==> src/rtl/fifo_pkg.sv <==
// Shared constants for the FIFO-draining UART transmitter: FSM encodings and frame sizing.
package fifo_pkg;

  localparam logic [2:0] S_IDLE  = 3'd0;
  localparam logic [2:0] S_LOAD  = 3'd1;
  localparam logic [2:0] S_START = 3'd2;
  localparam logic [2:0] S_DATA  = 3'd3;
  localparam logic [2:0] S_STOP  = 3'd4;

  // One start bit plus one stop bit around the data word.
  localparam int FRAME_EXTRA_BITS = 2;

  function automatic int frame_bits(input int width);
    return width + FRAME_EXTRA_BITS;
  endfunction

endpackage

==> src/rtl/uart_baud_tick.sv <==
// Bit-period counter: o_tick is high on the last clk cycle of every CLKS_PER_BIT period.
module uart_baud_tick #(
  parameter int CLKS_PER_BIT = 4
) (
  input  logic clk,
  input  logic rst,
  input  logic i_clr,
  output logic o_tick
);

  localparam int CW = (CLKS_PER_BIT > 1) ? $clog2(CLKS_PER_BIT) : 1;
  localparam logic [CW-1:0] LAST = CW'(CLKS_PER_BIT - 1);

  logic [CW-1:0] r_cnt;

  always_ff @(posedge clk) begin
    if (rst || i_clr) begin
      r_cnt <= '0;
    end else if (r_cnt == LAST) begin
      r_cnt <= '0;
    end else begin
      r_cnt <= r_cnt + CW'(1);
    end
  end

  // A cleared counter never reports a period end, even when CLKS_PER_BIT is 1.
  assign o_tick = (r_cnt == LAST) && !i_clr;

endmodule

==> src/rtl/fifo_uart_tx.sv <==
// UART transmitter that pops words from a sample FIFO and sends 8N1-style frames, LSB first.
module fifo_uart_tx
  import fifo_pkg::*;
#(
  parameter int WIDTH        = 8,
  parameter int CLKS_PER_BIT = 4
) (
  input  logic             clk,
  input  logic             rst,
  input  logic             en,
  input  logic             fifo_empty,
  input  logic [WIDTH-1:0] fifo_rd_data,
  output logic             fifo_rd_en,
  output logic             tx,
  output logic             busy,
  output logic [2:0]       o_dbg_state
);

  localparam int BW = $clog2(WIDTH + 1);

  logic [2:0]       r_state;
  logic [WIDTH-1:0] r_shift;
  logic [BW-1:0]    r_bit;
  logic             r_tx;
  logic             r_busy;
  logic             r_rd_en;

  logic             w_tick;
  logic             w_baud_clr;
  logic             w_pop_req;
  logic [WIDTH-1:0] w_shift_nxt;

  assign w_baud_clr  = (r_state == S_IDLE) || (r_state == S_LOAD);
  assign w_pop_req   = en && !fifo_empty;
  assign w_shift_nxt = r_shift >> 1;

  uart_baud_tick #(
    .CLKS_PER_BIT(CLKS_PER_BIT)
  ) u_baud (
    .clk   (clk),
    .rst   (rst),
    .i_clr (w_baud_clr),
    .o_tick(w_tick)
  );

  // The pop strobe is registered, so the request is taken on the edge that enters
  // IDLE (end of stop bit or idle wait) and the strobe is live during the IDLE cycle.
  // The FIFO data then arrives in the LOAD cycle, one cycle after the strobe.
  always_ff @(posedge clk) begin
    if (rst) begin
      r_state <= S_IDLE;
      r_shift <= '0;
      r_bit   <= '0;
      r_tx    <= 1'b1;
      r_busy  <= 1'b0;
      r_rd_en <= 1'b0;
    end else begin
      case (r_state)
        S_IDLE: begin
          if (r_rd_en) begin
            r_rd_en <= 1'b0;
            r_busy  <= 1'b1;
            r_state <= S_LOAD;
          end else if (w_pop_req) begin
            r_rd_en <= 1'b1;
          end
        end
        S_LOAD: begin
          r_shift <= fifo_rd_data;
          r_bit   <= '0;
          r_tx    <= 1'b0;
          r_state <= S_START;
        end
        S_START: begin
          if (w_tick) begin
            r_tx    <= r_shift[0];
            r_state <= S_DATA;
          end
        end
        S_DATA: begin
          if (w_tick) begin
            r_shift <= w_shift_nxt;
            r_bit   <= r_bit + BW'(1);
            if (r_bit == BW'(WIDTH - 1)) begin
              r_tx    <= 1'b1;
              r_state <= S_STOP;
            end else begin
              r_tx <= w_shift_nxt[0];
            end
          end
        end
        S_STOP: begin
          if (w_tick) begin
            r_busy  <= 1'b0;
            r_state <= S_IDLE;
            if (w_pop_req) begin
              r_rd_en <= 1'b1;
            end
          end
        end
        default: begin
          r_tx    <= 1'b1;
          r_busy  <= 1'b0;
          r_rd_en <= 1'b0;
          r_state <= S_IDLE;
        end
      endcase
    end
  end

  assign fifo_rd_en  = r_rd_en;
  assign tx          = r_tx;
  assign busy        = r_busy;
  assign o_dbg_state = r_state;

endmodule
==> config.mk <==
export PLATFORM = sky130hd
export DESIGN_NAME = fifo_uart_tx
export DESIGN_NICKNAME = d
export VERILOG_FILES = /design/src/rtl/fifo_pkg.sv /design/src/rtl/uart_baud_tick.sv /design/src/rtl/fifo_uart_tx.sv
export SDC_FILE = /design/constraint.sdc
export NUM_CORES = 1
export LEC_CHECK = 0
export CAP_MARGIN = 25
export CORE_MARGIN = 1
export CORE_UTILIZATION = 50
export CTS_CLUSTER_DIAMETER = 100
export DETAILED_ROUTE_END_ITERATION = 12
export PLACE_DENSITY_LB_ADDON = 0.08
export SLEW_MARGIN = 15
export SYNTH_ARGS = -nofsm -noshare
export SYNTH_HDL_FRONTEND = slang
export SYNTH_SLANG_ARGS = --single-unit
==> constraint.sdc <==
create_clock -name clk -period 2.8 [get_ports clk]
set_clock_uncertainty 0.1 [all_clocks]
set_input_delay 0.56 -clock clk [delete_from_list [all_inputs] [get_ports clk]]
set_output_delay 0.56 -clock clk [all_outputs]
set_load 0.02 [all_outputs]
Word level (Yosys, flattened, before mapping)
Index checks and enable logic that the tools add are counted.
{"block": "word_totals", "elab_cells": 61, "out_inout_bits": 6, "input_bits": 12, "reg_bits": 20}
{"block": "classes", "muxes": 22, "n_bitwise": 2, "n_eq_ne": 12, "n_addsub": 2, "reduce_logical": 16}
{"operator": "one-hot mux 8 bit (2 select lines)", "count": 1}
{"operator": "two-way mux 3 bit", "count": 5}
{"operator": "one-hot mux 3 bit (5 select lines)", "count": 1}
{"operator": "two-way mux 1 bit", "count": 9}
{"operator": "AND reduction 3 bit", "count": 3}
{"operator": "two-way mux 8 bit", "count": 1}
{"operator": "one-hot mux 4 bit (2 select lines)", "count": 1}
{"operator": "equality test 3 x 2 -> 1 bit, second input constant", "count": 2}
{"operator": "inequality test 2 x 1 -> 1 bit, second input constant", "count": 3}
{"operator": "inequality test 2 bit, second input constant", "count": 3}
{"operator": "one-hot mux 1 bit (3 select lines)", "count": 2}
{"operator": "AND reduction 5 bit", "count": 1}
{"operator": "adder 4 x 1 -> 4 bit, second input constant", "count": 1}
{"operator": "equality test 4 x 3 -> 1 bit, second input constant", "count": 1}
{"operator": "two-way mux 4 bit", "count": 1}
{"operator": "one-hot mux 1 bit (4 select lines)", "count": 1}
{"operator": "OR reduction 2 bit", "count": 2}
{"operator": "equality test 3 x 1 -> 1 bit, second input constant", "count": 1}
{"operator": "equality test 3 bit, second input constant", "count": 1}
{"operator": "zero test 3 bit", "count": 1}
{"operator": "OR reduction 3 bit", "count": 1}
{"operator": "adder 2 x 1 -> 2 bit, second input constant", "count": 1}
{"operator": "equality test 2 bit, second input constant", "count": 1}
{"operator": "logical AND 1 bit", "count": 2}
{"operator": "other kinds (5)", "count": 8}

Logic depth before layout (Yosys ltp)
{"block": "depth", "word_depth": 6, "mapped_depth": 5, "ltp_nobuf": 4}

Modules after synthesis
A second synthesis with hierarchy kept.
{"block": "hier_totals", "cells_unflattened": 125, "area_unflattened_um2": 1114.8}
{"module": "fifo_uart_tx", "n_inst": 1, "area_per_inst_um2": 1028.5, "seq_area_each_um2": 360.3, "cells_per_inst": 119}
{"module": "uart_baud_tick", "n_inst": 1, "area_per_inst_um2": 86.3, "seq_area_each_um2": 40.0, "cells_per_inst": 6}

Worst setup path before layout
Ideal clock, no wire load.
{"block": "synth_timing", "path_type": "register -> register", "from": "register r_state[0] (netlist: o_dbg_state[0])", "to": "register r_bit[2]", "setup_time_ns": 0.074, "period_less_slack_ns": 1.414, "stages_incl_launch_ff": 4, "t_arrival_ns": 1.240, "t_required_ns": 2.626, "n_path_buf": 0, "slack_ns": 1.386, "cell_sequence": "dfxtp_1 > nand2b_4 > or4b_1 > a31oi_1"}
{"block": "synth_via", "elab_chain_cells": 6, "word_cells_on_any_way": 10, "classes_between": "3 x eq/ne; 1 x mux; 6 x reduce/logical"}
{"item": "from (decl)", "line": "fifo_uart_tx.sv:21", "rtl": "logic [2:0] r_state;"}
{"item": "from (signal assigned)", "line": "fifo_uart_tx.sv:51", "rtl": "r_state <= S_IDLE;"}
{"item": "from (signal assigned)", "line": "fifo_uart_tx.sv:63", "rtl": "r_state <= S_LOAD;"}
{"item": "from (signal assigned)", "line": "fifo_uart_tx.sv:72", "rtl": "r_state <= S_START;"}
{"item": "equality test 3 x 1 -> 1 bit / zero test 3 bit (equally long branches)", "line": "fifo_uart_tx.sv:33, fifo_uart_tx.sv:58"}
{"item": "logical OR 1 bit", "line": "fifo_uart_tx.sv:33", "rtl": "assign w_baud_clr = (r_state == S_IDLE) || (r_state == S_LOAD);"}
{"item": "zero test 1 bit", "line": "uart_baud_tick.sv:27", "rtl": "assign o_tick = (r_cnt == LAST) && !i_clr;"}
{"item": "logical AND 1 bit", "line": "uart_baud_tick.sv:27"}
{"item": "inequality test 2 x 1 -> 1 bit (no source line)"}
{"item": "AND reduction 2 bit (no source line)"}
{"item": "to (signal assigned)", "line": "fifo_uart_tx.sv:83", "rtl": "r_bit <= r_bit + BW'(1);"}
{"item": "to (decl)", "line": "fifo_uart_tx.sv:23", "rtl": "logic [BW-1:0] r_bit;"}
Several ways; a longest one is shown, not always the timed one.
A chain may end at the register's enable or synchronous reset.

Worst setup path after layout
{"block": "layout_timing", "from": "register r_state[0] (netlist: o_dbg_state[0])", "to": "output o_dbg_state[0]"}
{"item": "to (decl)", "line": "fifo_uart_tx.sv:16", "rtl": "output logic [2:0] o_dbg_state"}
No word-level cell between the ends.

==> results.toml <==
[critical_path]
path_class = "flip-flop to output port"
crit_chain = "clkdlybuf4s50_1"
arrival_ns = 1.68
critPathCaptureType = "output port"
critical_path_cell_count = 1
cp_num_buf_inv = 1
path_max_fanout = 17
cp_top_family = "buffers and inverters"
slowest_delay_ns = 0.71
startpoint_type = "flip-flop"
required_ns = 2.14
crit_slowest_cell = "clkdlybuf4s50_1"
rr_worst_depth = 3

[clocking]
cts_resized = 0
cts_tree = "done"
ctsHoldBuffers = 0
clk_pin_slew_ns = 0.11
clock_sinks = 20
cts_made_buffers = 3
htreeDepth = 1
post_cts_buffers = 0
root_buffer = "clkbuf_4"
clkLatencyLatePin_ns = 0.29
clockBufferDepth = 2

[logic_synthesis]
syn_area_mm2 = 0.001020
synth_top_area_cell = "dfxtp_1"
synth_async_sr_flop_share = 0
synth_top_area_frac = 0.3926
yosys_warnings = 0
synth_edf_count = 0
ys_ff_latch = 20
avgSynthCellArea_um2 = 8.867
syn_inst = 115
yosys-top-cells-area = "dfxtp_1 (39%), mux2i_1 (7.9%), a21oi_1 (5.9%)"
syn_nets = 129
yosysUniqueCellTypes = 34
ys_seq_area_frac = 0.3926
ys.flop_type = "dfxtp_1"

[floorplan]
ios = 18
die-width_um = 47.16
initial_core_util = 0.5601
core-area_mm2 = 0.001821
die_h_um = 47.16
die-area_mm2 = 0.002224
row_count = 15

[power_and_ir_drop]
p_int_w = 0.0003772
p_leak_nw = 0.4642
power_frac_comb = 0.124
peakVddDrop_v = 0.0002747
switchingPower_w = 0.0001175
p_sw_frac = 0.2374
seqPwrFrac = 0.613
powerDensity_mw_per_mm2 = 412.7
clkPwrFrac = 0.264

[layout]
final_common_cell = "dfxtp_1"
drive_gt1_frac = 0.03200
stdcell_area_mm2 = 0.001199
nets = 141
antenna_cells = 0
final_cell_mix = "dfxtp_1 (20), clkdlybuf4s50_1 (17), a21oi_1 (12), mux2i_1 (8), a211oi_1 (8)"
area_delta_synth_final_pct = 17.55
num-fill-cells = 159

[grt]
antenna_found_initial = 0
overflow = 0
grt_max_degree = 23
first_global_vias = 700
grt_pass1_wl_um = 3174
grtUsageTotal = 0.2030

[timing]
slew_headroom = 0.4945
maxSlewViolCount = 0
fin_tns_setup_ns = 0
final.min_clock_period_ns = 2.341
fmax_mhz = 427.2
min_period_over_period = 0.8360
finalSetupViolCount = 0
hold_viol_final = 0
rsz0062_at_grt = "false"
worst_slew_pin_slew_ns = 0.7559

[outcome]
status = "finished clean"

[drt]
avgViaCountPerCell = 5.687
drc_errors = 0
wl_um = 2039
wl_per_cell_um = 13.59
drt_iter0_drc = 15
via_count = 853
ant_nets = 0
drt_first_pass_iters = 4

[place]
dpl.hpwl_um = 1372
finalWeightedCongestion = 0.8232
port_buffers = 17
placed_area_mm2 = 0.001176

[worst_hold_path]
holdPathStages = 1
worstHoldPathType = "flip-flop to flip-flop"

[job]
maxCapViolations = 0
-- metrics by stage --
step	util	instances	hold WS, ns	power [W]	setup WS, ns
floorplan	-	115	0.3072	0.0003420	1.386
global placement	0.6460	147	0.3138	0.0003686	0.8197
detailed placement	0.6460	147	0.3295	0.0003700	0.7485
CTS	0.6584	150	0.3441	0.0005013	0.4548
global route	0.6584	150	0.3601	0.0005149	0.3697
finish	0.6584	150	0.3394	0.0004947	0.4592
-- registers in the layout (all words and copies together) (netlist names) --
signal        flops
r_shift           8
r_bit             4
o_dbg_state       3
u_baud.r_cnt      2
busy              1
fifo_rd_en        1
tx                1
-- cells in the mapped netlist, types with 3 or more instances --
library cell / instances
a211oi_1: 8
a21oi_1: 12
buf_2: 3
clkbuf_1: 6
dfxtp_1: 20
mux2i_1: 8
nand2_1: 5
nand2b_1: 3
nand3b_1: 4
nor2_1: 5
nor2b_1: 4
o21ai_0: 6
-- final cells by class --
class / count / area, um^2 / area share
Multi-Input combinational cell: 83 / 566.8 / 0.4729
Sequential cell: 20 / 400.4 / 0.3340
Timing Repair Buffer: 17 / 170.2 / 0.1420
Tap cell: 25 / 31.28 / 0.02610
Clock buffer: 3 / 22.52 / 0.01879
Inverter: 2 / 7.507 / 0.006263
-- routing by layer --
| layer | wire length (um) | vias to the layer above | track usage |
|---|---|---|---|
| li1 | - | 447 | - |
| met1 | 1047 | 391 | 0.2854 |
| met2 | 908 | 13 | 0.3056 |
| met3 | 68 | 2 | 0.06923 |
| met4 | 14 | 0 | 0.03429 |
| met5 | 0 | - | 0 |
-- path summary, 6_finish.rpt --
kind                   start              end  slack [ns]
max           o_dbg_state[0]   o_dbg_state[0]        0.46
min          u_baud.r_cnt[0]  u_baud.r_cnt[0]        0.34
max reg2reg   o_dbg_state[0]       r_shift[1]        0.88
min reg2reg  u_baud.r_cnt[0]  u_baud.r_cnt[0]        0.34
-- power by group through the flow --
stage | logic [W] | registers [W] | clock network [W]
finish | 0.0000612 | 0.000303 | 0.000130
CTS | 0.0000615 | 0.000303 | 0.000137
global route | 0.0000670 | 0.000304 | 0.000143
global placement | 0.0000598 | 0.000309 | 0
detailed placement | 0.0000608 | 0.000309 | 0
floorplan | 0.0000325 | 0.000310 | 0
-- kinds of logic after synthesis --
family,share of synthesized area
adder cells (fa/ha/maj),0.02454
AND/OR/NAND/NOR,0.2393
AO/OA/AOI/OAI,0.2135
buffers and inverters,0.05153
multiplexers,0.07853
flip-flops,0.3926
Power figures use the tool's default switching activity.
